===== src/rtl/sdi_xcvr_rx_lock_supervisor_if.sv =====
// Status/control bundle between the SDI RX lock supervisor and its surroundings.
interface sdi_xcvr_rx_lock_supervisor_if;
  logic       enable;
  logic       rx_ready;
  logic       rx_is_lockedtodata;
  logic       sdi_locked;
  logic       clear_count;
  logic       xcvr_reset;
  logic       link_up;
  logic [1:0] state;
  logic [7:0] reset_count;

  modport master (
    output enable, rx_ready, rx_is_lockedtodata, sdi_locked, clear_count,
    input  xcvr_reset, link_up, state, reset_count
  );

  modport slave (
    input  enable, rx_ready, rx_is_lockedtodata, sdi_locked, clear_count,
    output xcvr_reset, link_up, state, reset_count
  );
endinterface


===== src/rtl/sdi_xcvr_rx_lock_supervisor.sv =====
// Re-initialises the SDI RX transceiver on persistent lock loss or bring-up timeout,
// and reports link state plus a saturating retry counter.
module sdi_xcvr_rx_lock_supervisor #(
  parameter int unsigned RESET_PULSE_CYCLES   = 16,
  parameter int unsigned READY_TIMEOUT_CYCLES = 1000000,
  parameter int unsigned LOCK_LOSS_CYCLES     = 1024,
  parameter int unsigned CNT_W                = 24
) (
  input logic                              clock,
  input logic                              reset,
  sdi_xcvr_rx_lock_supervisor_if.slave     sup_if
);

  localparam logic [1:0] StIdle = 2'd0;
  localparam logic [1:0] StRst  = 2'd1;
  localparam logic [1:0] StWait = 2'd2;
  localparam logic [1:0] StUp   = 2'd3;

  localparam logic [CNT_W-1:0] PulseLast   = CNT_W'(RESET_PULSE_CYCLES - 1);
  localparam logic [CNT_W-1:0] TimeoutLast = CNT_W'(READY_TIMEOUT_CYCLES - 1);
  localparam logic [CNT_W-1:0] LossLast    = CNT_W'(LOCK_LOSS_CYCLES - 1);

  logic [1:0]       state_q, state_d;
  logic [CNT_W-1:0] timer_q, timer_d;
  logic [7:0]       count_q, count_d;
  logic             xcvr_reset_q, link_up_q;
  logic             lock_meta_q, lock_s_q, sdi_meta_q, sdi_s_q;
  logic             good, incr;

  // rx_ready is already in this clock domain; only the transceiver flags are synchronised.
  assign good = sup_if.rx_ready & lock_s_q & sdi_s_q;

  always_comb begin
    state_d = state_q;
    timer_d = timer_q;
    incr    = 1'b0;
    if (!sup_if.enable) begin
      state_d = StIdle;
      timer_d = '0;
    end else begin
      case (state_q)
        StIdle: begin
          state_d = StRst;
          timer_d = '0;
        end
        StRst: begin
          if (timer_q == PulseLast) begin
            state_d = StWait;
            timer_d = '0;
          end else begin
            timer_d = timer_q + CNT_W'(1);
          end
        end
        StWait: begin
          if (good) begin
            state_d = StUp;
            timer_d = '0;
          end else if (timer_q == TimeoutLast) begin
            state_d = StRst;
            timer_d = '0;
            incr    = 1'b1;
          end else begin
            timer_d = timer_q + CNT_W'(1);
          end
        end
        default: begin
          // In LINK_UP the timer is a consecutive-bad-cycle counter.
          if (good) begin
            timer_d = '0;
          end else if (timer_q == LossLast) begin
            state_d = StRst;
            timer_d = '0;
            incr    = 1'b1;
          end else begin
            timer_d = timer_q + CNT_W'(1);
          end
        end
      endcase
    end
  end

  always_comb begin
    count_d = count_q;
    if (sup_if.clear_count) begin
      count_d = '0;
    end else if (incr && (count_q != 8'hFF)) begin
      count_d = count_q + 8'd1;
    end
  end

  always_ff @(posedge clock) begin
    if (reset) begin
      state_q      <= StRst;
      timer_q      <= '0;
      count_q      <= '0;
      xcvr_reset_q <= 1'b1;
      link_up_q    <= 1'b0;
      lock_meta_q  <= 1'b0;
      lock_s_q     <= 1'b0;
      sdi_meta_q   <= 1'b0;
      sdi_s_q      <= 1'b0;
    end else begin
      state_q      <= state_d;
      timer_q      <= timer_d;
      count_q      <= count_d;
      xcvr_reset_q <= (state_d == StIdle) | (state_d == StRst);
      link_up_q    <= (state_d == StUp);
      lock_meta_q  <= sup_if.rx_is_lockedtodata;
      lock_s_q     <= lock_meta_q;
      sdi_meta_q   <= sup_if.sdi_locked;
      sdi_s_q      <= sdi_meta_q;
    end
  end

  assign sup_if.state       = state_q;
  assign sup_if.xcvr_reset  = xcvr_reset_q;
  assign sup_if.link_up     = link_up_q;
  assign sup_if.reset_count = count_q;

endmodule


===== src/flat_wrapper.sv =====
// flat-port wrapper written by rule: the top's interface ports become plain ports
module sdi_xcvr_rx_lock_supervisor_flat 
#(
  parameter int unsigned RESET_PULSE_CYCLES   = 16,
  parameter int unsigned READY_TIMEOUT_CYCLES = 1000000,
  parameter int unsigned LOCK_LOSS_CYCLES     = 1024,
  parameter int unsigned CNT_W                = 24
)
  (clock, reset, sup_if_enable, sup_if_rx_ready, sup_if_rx_is_lockedtodata, sup_if_sdi_locked, sup_if_clear_count, sup_if_xcvr_reset, sup_if_link_up, sup_if_state, sup_if_reset_count);
  sdi_xcvr_rx_lock_supervisor_if sup_if_i ();
  input logic clock;
  input logic reset;
  input wire logic [$bits(sup_if_i.enable)-1:0] sup_if_enable;
  input wire logic [$bits(sup_if_i.rx_ready)-1:0] sup_if_rx_ready;
  input wire logic [$bits(sup_if_i.rx_is_lockedtodata)-1:0] sup_if_rx_is_lockedtodata;
  input wire logic [$bits(sup_if_i.sdi_locked)-1:0] sup_if_sdi_locked;
  input wire logic [$bits(sup_if_i.clear_count)-1:0] sup_if_clear_count;
  output wire logic [$bits(sup_if_i.xcvr_reset)-1:0] sup_if_xcvr_reset;
  output wire logic [$bits(sup_if_i.link_up)-1:0] sup_if_link_up;
  output wire logic [$bits(sup_if_i.state)-1:0] sup_if_state;
  output wire logic [$bits(sup_if_i.reset_count)-1:0] sup_if_reset_count;
  assign sup_if_i.enable = sup_if_enable;
  assign sup_if_i.rx_ready = sup_if_rx_ready;
  assign sup_if_i.rx_is_lockedtodata = sup_if_rx_is_lockedtodata;
  assign sup_if_i.sdi_locked = sup_if_sdi_locked;
  assign sup_if_i.clear_count = sup_if_clear_count;
  assign sup_if_xcvr_reset = sup_if_i.xcvr_reset;
  assign sup_if_link_up = sup_if_i.link_up;
  assign sup_if_state = sup_if_i.state;
  assign sup_if_reset_count = sup_if_i.reset_count;
  sdi_xcvr_rx_lock_supervisor #(.RESET_PULSE_CYCLES(RESET_PULSE_CYCLES), .READY_TIMEOUT_CYCLES(READY_TIMEOUT_CYCLES), .LOCK_LOSS_CYCLES(LOCK_LOSS_CYCLES), .CNT_W(CNT_W)) u_core (.clock(clock), .reset(reset), .sup_if(sup_if_i));
endmodule

===== config.mk =====
export PLATFORM = sky130hd
export DESIGN_NAME = sdi_xcvr_rx_lock_supervisor_flat
export DESIGN_NICKNAME = d
export VERILOG_FILES = /design/src/rtl/sdi_xcvr_rx_lock_supervisor_if.sv /design/src/rtl/sdi_xcvr_rx_lock_supervisor.sv /design/src/flat_wrapper.sv
export SDC_FILE = /design/constraint.sdc
export NUM_CORES = 1
export LEC_CHECK = 0
export CAP_MARGIN = 25
export CORE_MARGIN = 1.5
export CORE_UTILIZATION = 55
export CTS_CLUSTER_DIAMETER = 40
export DETAILED_ROUTE_END_ITERATION = 10
export GPL_TIMING_DRIVEN = 0
export PLACE_DENSITY_LB_ADDON = 0.1
export SLEW_MARGIN = 20
export SYNTH_ARGS = -nofsm -noshare
export SYNTH_HDL_FRONTEND = slang
export SYNTH_SLANG_ARGS = --single-unit

===== constraint.sdc =====
create_clock -name clock -period 2.29 [get_ports clock]
set_input_delay 0.229 -clock clock [delete_from_list [all_inputs] [get_ports clock]]
set_output_delay 0.229 -clock clock [all_outputs]
set_load 0.03 [all_outputs]

# Word-level counts from Yosys, hierarchy flattened
# Cells that the tools add are included.
word_totals:
  input_bits: 7
  output_inout_bits: 12
  word_cells: 48
  regBits: 40
classes:
  n_addsub: 2
  eq_ne: 8
  mux: 19
  bitwise_logic: 4
  reduce_logical: 6
ops:
  columns: ["operator", "count"]
  rows:
  - ["$mux 24", 5]
  - ["$pmux 24 s3", 1]
  - ["$add 24x1->24 const B", 1]
  - ["$eq 24x10->1 const B", 1]
  - ["$eq 24x20->1 const B", 1]
  - ["$eq 24x4->1 const B", 1]
  - ["$mux 2", 6]
  - ["$add 8x1->8 const B", 1]
  - ["$ne 8x8->1 const B", 1]
  - ["$pmux 2 s3", 1]
  - ["$reduce_or 2->1", 3]
  - ["$mux 1", 5]
  - ["$eq 2x1->1 const B", 2]
  - ["$eq 2x2->1 const B", 2]
  - ["$logic_not 2->1", 2]
  - ["$and 1x1->1", 2]
  - ["$pmux 1 s2", 1]
  - ["$logic_and 1x1->1", 1]
  - ["$not 1->1", 1]
  - ["$or 1x1->1", 1]

# Logic depth before layout (Yosys ltp)
logic_depth:
  depth_word: 7
  mapped_depth: 7
  mapped_depth_nobuf: 6

# Worst setup path before layout
# OpenSTA, ideal clock, no wires.
synth_path:
  path_kind: "register -> register"
  from: "register u_core.timer_q[0]"
  to: "register u_core.timer_q[10]"
  n_path_buf: 1
  arrival_ns: 1.727
  path_slack_ns: 0.446
  t_required_ns: 2.173
  stages_incl_launch_ff: 8
  setup_ns: 0.117
  period_less_slack_ns: 1.844
  path_cell_list: "dfxtp_1 ha_1 nand3_1 nor3_4 a22oi_4 a211oi_4 buf_2 nor2_1"
synth_between:
  elab_chain_cells: 4
synth_rtl:
  columns: ["element", "line", "source"]
  rows:
  - ["start: declaration", "sdi_xcvr_rx_lock_supervisor.sv:24", "logic [CNT_W-1:0] timer_q, timer_d;"]
  - ["start signal: assignment", "sdi_xcvr_rx_lock_supervisor.sv:104", "timer_q <= timer_d;"]
  - ["$add 24x1->24, or another cell as far along", "sdi_xcvr_rx_lock_supervisor.sv:51, sdi_xcvr_rx_lock_supervisor.sv:63, sdi_xcvr_rx_lock_supervisor.sv:75", null]
  - ["$mux 24 (on tied branches)", "sdi_xcvr_rx_lock_supervisor.sv:70, sdi_xcvr_rx_lock_supervisor.sv:58", null]
  - ["$mux 24 (on tied branches)", "sdi_xcvr_rx_lock_supervisor.sv:68, sdi_xcvr_rx_lock_supervisor.sv:55", null]
  - ["$pmux 24 s3 (*)", "sdi_xcvr_rx_lock_supervisor.sv:41", "case (state_q)"]
# Every way passes the cells marked *; elsewhere a longest branch is shown, timed or not.
# A chain may end at the register's enable or synchronous reset.

# Worst setup path after layout
layout_path:
  from: "register u_core.timer_q[0]"
  to: "register u_core.timer_q[17]"
# The elaborated chain is that of the path after synthesis.

==> flow_metrics.py <==
metrics = {
    "timing": {
        "relSlewSlack": 0.363,
        "fin_setup_tns_ns": 0,
        "grt_setup_unrepaired": "no",
        "skew_ns": 0.00373,
        "period_share": 0.914,
        "final-hold-violation-count": 0,
        "hold_ws_ns": 0.435,
        "slew_violations": 0,
        "fin_ws_ns": 0.198,
        "clock.fmax_mhz": 478,
        "finalSetupViolations": 0,
        "period_needed_ns": 2.09,
        "tightestPinTransition_ns": 0.947,
    },
    "logic_synthesis": {
        "synth_enable_flop_cells": 0,
        "synth_area_leaders": "dfxtp_1 42%, xor2_1 6.5%, nor2_1 6.4%",
        "syn-num-nets": 216,
        "netlist_instances": 207,
        "netlist_top_cells_count": "40 x dfxtp_1, 32 x nor2_1, 15 x nand2_1, 15 x nand3_1, 14 x xor2_1",
        "synth.most_common_cell": "dfxtp_1",
        "ys_ff_latch": 40,
        "synth_top_cell_by_area": "dfxtp_1",
        "yosysWarnings": 0,
        "syn_area_um2": 1890,
        "ys.flop_type": "dfxtp_1",
        "ys_types": 41,
        "synth-async-reset-ratio": 0,
        "ys_seq_area_frac": 0.424,
        "synth_top_cell_area_share": 0.424,
        "avgSynthCellArea_um2": 9.13,
    },
    "die": {
        "fp.dieH_um": 61.6,
        "rows": 21,
        "die_w_um": 61.6,
        "core-area_um2": 3310,
        "io_pins": 19,
        "dieArea_um2": 3800,
        "start_util": 0.571,
    },
    "cts": {
        "clockRootBuffer": "clkbuf_4",
        "numCtsBuffers": 5,
        "cts_tree": "done",
        "cts_buffer_depth": 2,
        "cts.sink_count": 40,
        "cts_max_level": 2,
        "clkSlewWorstSetupHoldPaths_ns": 0.10,
        "ctsHoldBuffers": 0,
        "insertion_delay_ns": 0.33,
    },
    "critical_path": {
        "crit_chain": "ha_1 > nand3_2 > nor3_4 > a22oi_4 > a211oi_4 > buf_4 > nor2_1",
        "crit_type": "reg -> reg",
        "r2r-start": "u_core.timer_q[0]$_SDFF_PP0_",
        "cp_max_fo": 10,
        "reg2reg_depth": 7,
        "required_ns": 2.53,
        "slowest_stage": "dfxtp_1",
        "worst_setup_path_start_kind": "flop",
        "critPathLaunch": "u_core.timer_q[0]$_SDFF_PP0_",
        "regToRegSetupSlack_ns": 0.20,
        "crit_arrival_ns": 2.33,
        "worstSetupEndpointType": "flop",
        "reg2reg_to": "u_core.timer_q[17]$_SDFF_PP0_",
        "crit_path_max_incr_delay_ns": 0.40,
    },
    "placed_design": {
        "gp_congestion": 0.840,
        "place_hpwl_um": 2810,
        "dp_slack_ns": 0.0524,
        "portBuffers": 18,
        "dpl_cell_area_um2": 2130,
        "placed_cells": 271,
    },
    "pwr": {
        "peakVddDrop_mv": 0.378,
        "fin_total_pwr_mw": 1.12,
        "total_leakage_power_nw": 0.759,
        "power_density_nw_per_um2": 506,
    },
    "drt": {
        "num_vias": 1569,
        "wirelength_um": 3720,
        "via_per_inst": 5.60,
        "drtAntennaViolNets": 0,
        "first_pass_iters": 4,
        "drt_iter0_drc": 66,
        "detail_route.wl_per_cell_um": 13.3,
        "drc_errors": 0,
    },
    "cells_and_area": {
        "drive_above_1_share": 0.0940,
        "nNetsFinal": 242,
        "antenna_cells": 0,
        "final_area_um2": 2200,
        "fin_util": 0.666,
        "area_delta_synth_final_pct": 16.6,
        "final_cells": 280,
    },
    "worst_hold_path": {
        "hp-start": "sup_if_sdi_locked",
        "min_path_type": "in -> reg",
        "whs_endpoint": "u_core.sdi_meta_q$_SDFF_PP0_",
        "min_path_cells": 2,
    },
    "job": {
        "drv_cap": 0,
    },
    "global_routing": {
        "grt_max_degree": 12,
        "grt_overflow": 0,
        "grt_pass1_vias": 1422,
        "grtUsageTotal": 0.223,
        "antenna_found_initial": 0,
        "grt_pass1_wl_um": 6220,
    },
    "status": {
        "status": "complete, no violations",
    },
}
==> sequential cells by signal, summed over array words and instances, names as in the netlist <==
name                       cells
u_core.sup_if.reset_count      8
u_core.sup_if.state            2
u_core.lock_s_q                1
u_core.sdi_meta_q              1
u_core.sup_if.xcvr_reset       1
u_core.lock_meta_q             1
u_core.sdi_s_q                 1
u_core.sup_if.link_up          1
u_core.timer_q                24
==> critical path, delay by kind of cell, from the launching register on <==
family | cells | cell delay, ns
AO/OA/AOI/OAI | 2 | 0.57
adder cells (fa/ha/maj) | 1 | 0.24
buffers and inverters | 1 | 0.24
flip-flops | 1 | 0.40
AND/OR/NAND/NOR | 3 | 0.54
==> cells in the final DEF (no fill, tap or decap), types with 2 or more instances in the layout <==
cell type	n
xor2_1	14
nand2_1	15
and4_1	3
dfxtp_1	40
nand4_4	2
nand4_1	7
ha_1	2
nor2b_1	6
or3_1	5
nor4_1	5
mux2i_1	6
buf_4	3
inv_1	3
and3_1	6
a21oi_1	2
nor3_1	9
nand3_1	14
clkdlybuf4s50_1	18
nand2b_1	3
clkbuf_1	3
clkbuf_4	5
xnor2_1	8
nor2_1	32
==> worst max path at each step <==
stage	end	slack (ns)	cells past startpoint
CTS	u_core.timer_q[17]$_SDFF_PP0_	0.04	7
floorplan	u_core.timer_q[10]$_SDFF_PP0_	0.45	7
global route	u_core.timer_q[21]$_SDFF_PP0_	0.04	5
detailed placement	u_core.timer_q[17]$_SDFF_PP0_	0.05	7
global placement	u_core.timer_q[15]$_SDFF_PP0_	0.14	7
finish	u_core.timer_q[17]$_SDFF_PP0_	0.20	7
==> report_power, final <==
group          total [mW]  internal [mW]  switching (mW)  leakage, nW
Clock               0.362          0.152           0.210       0.0326
Combinational      0.0498         0.0237          0.0260        0.403
Sequential          0.704          0.701         0.00348        0.323
==> routing by layer <==
metal | part of all wire | global-route usage
met1 | 0.47 | 0.297
met4 | 0.0094 | 0.0729
met2 | 0.48 | 0.355
met3 | 0.040 | 0.0567
met5 | 0 | 0
==> repair_timing <==
| action | CTS | global route |
|---|---|---|
| resized for setup | 0 | 5 |
| buffers inserted | 0 | 1 |
| endpoints found under the setup margin | 0 | 20 |
==> cells by family (layout without fill, tap and decap cells) <==
group,Yosys count,in the layout,synth area share
AO/OA/AOI/OAI,13,13,0.0675
XOR/XNOR,22,22,0.102
adder cells (fa/ha/maj),2,2,0.0132
buffers and inverters,7,34,0.0159
flip-flops,40,40,0.424
multiplexers,6,6,0.0318
AND/OR/NAND/NOR,117,117,0.346
==> layout make-up <==
class,instances,area (um2)
clock buffer,8,58.8
multi-input combinational,160,1060
tap,46,57.6
buffer,4,23.8
sequential,40,801
timing repair buffer,19,188
fill,298,1110
inverter,3,11.3
(Power assumes the default switching activity.)
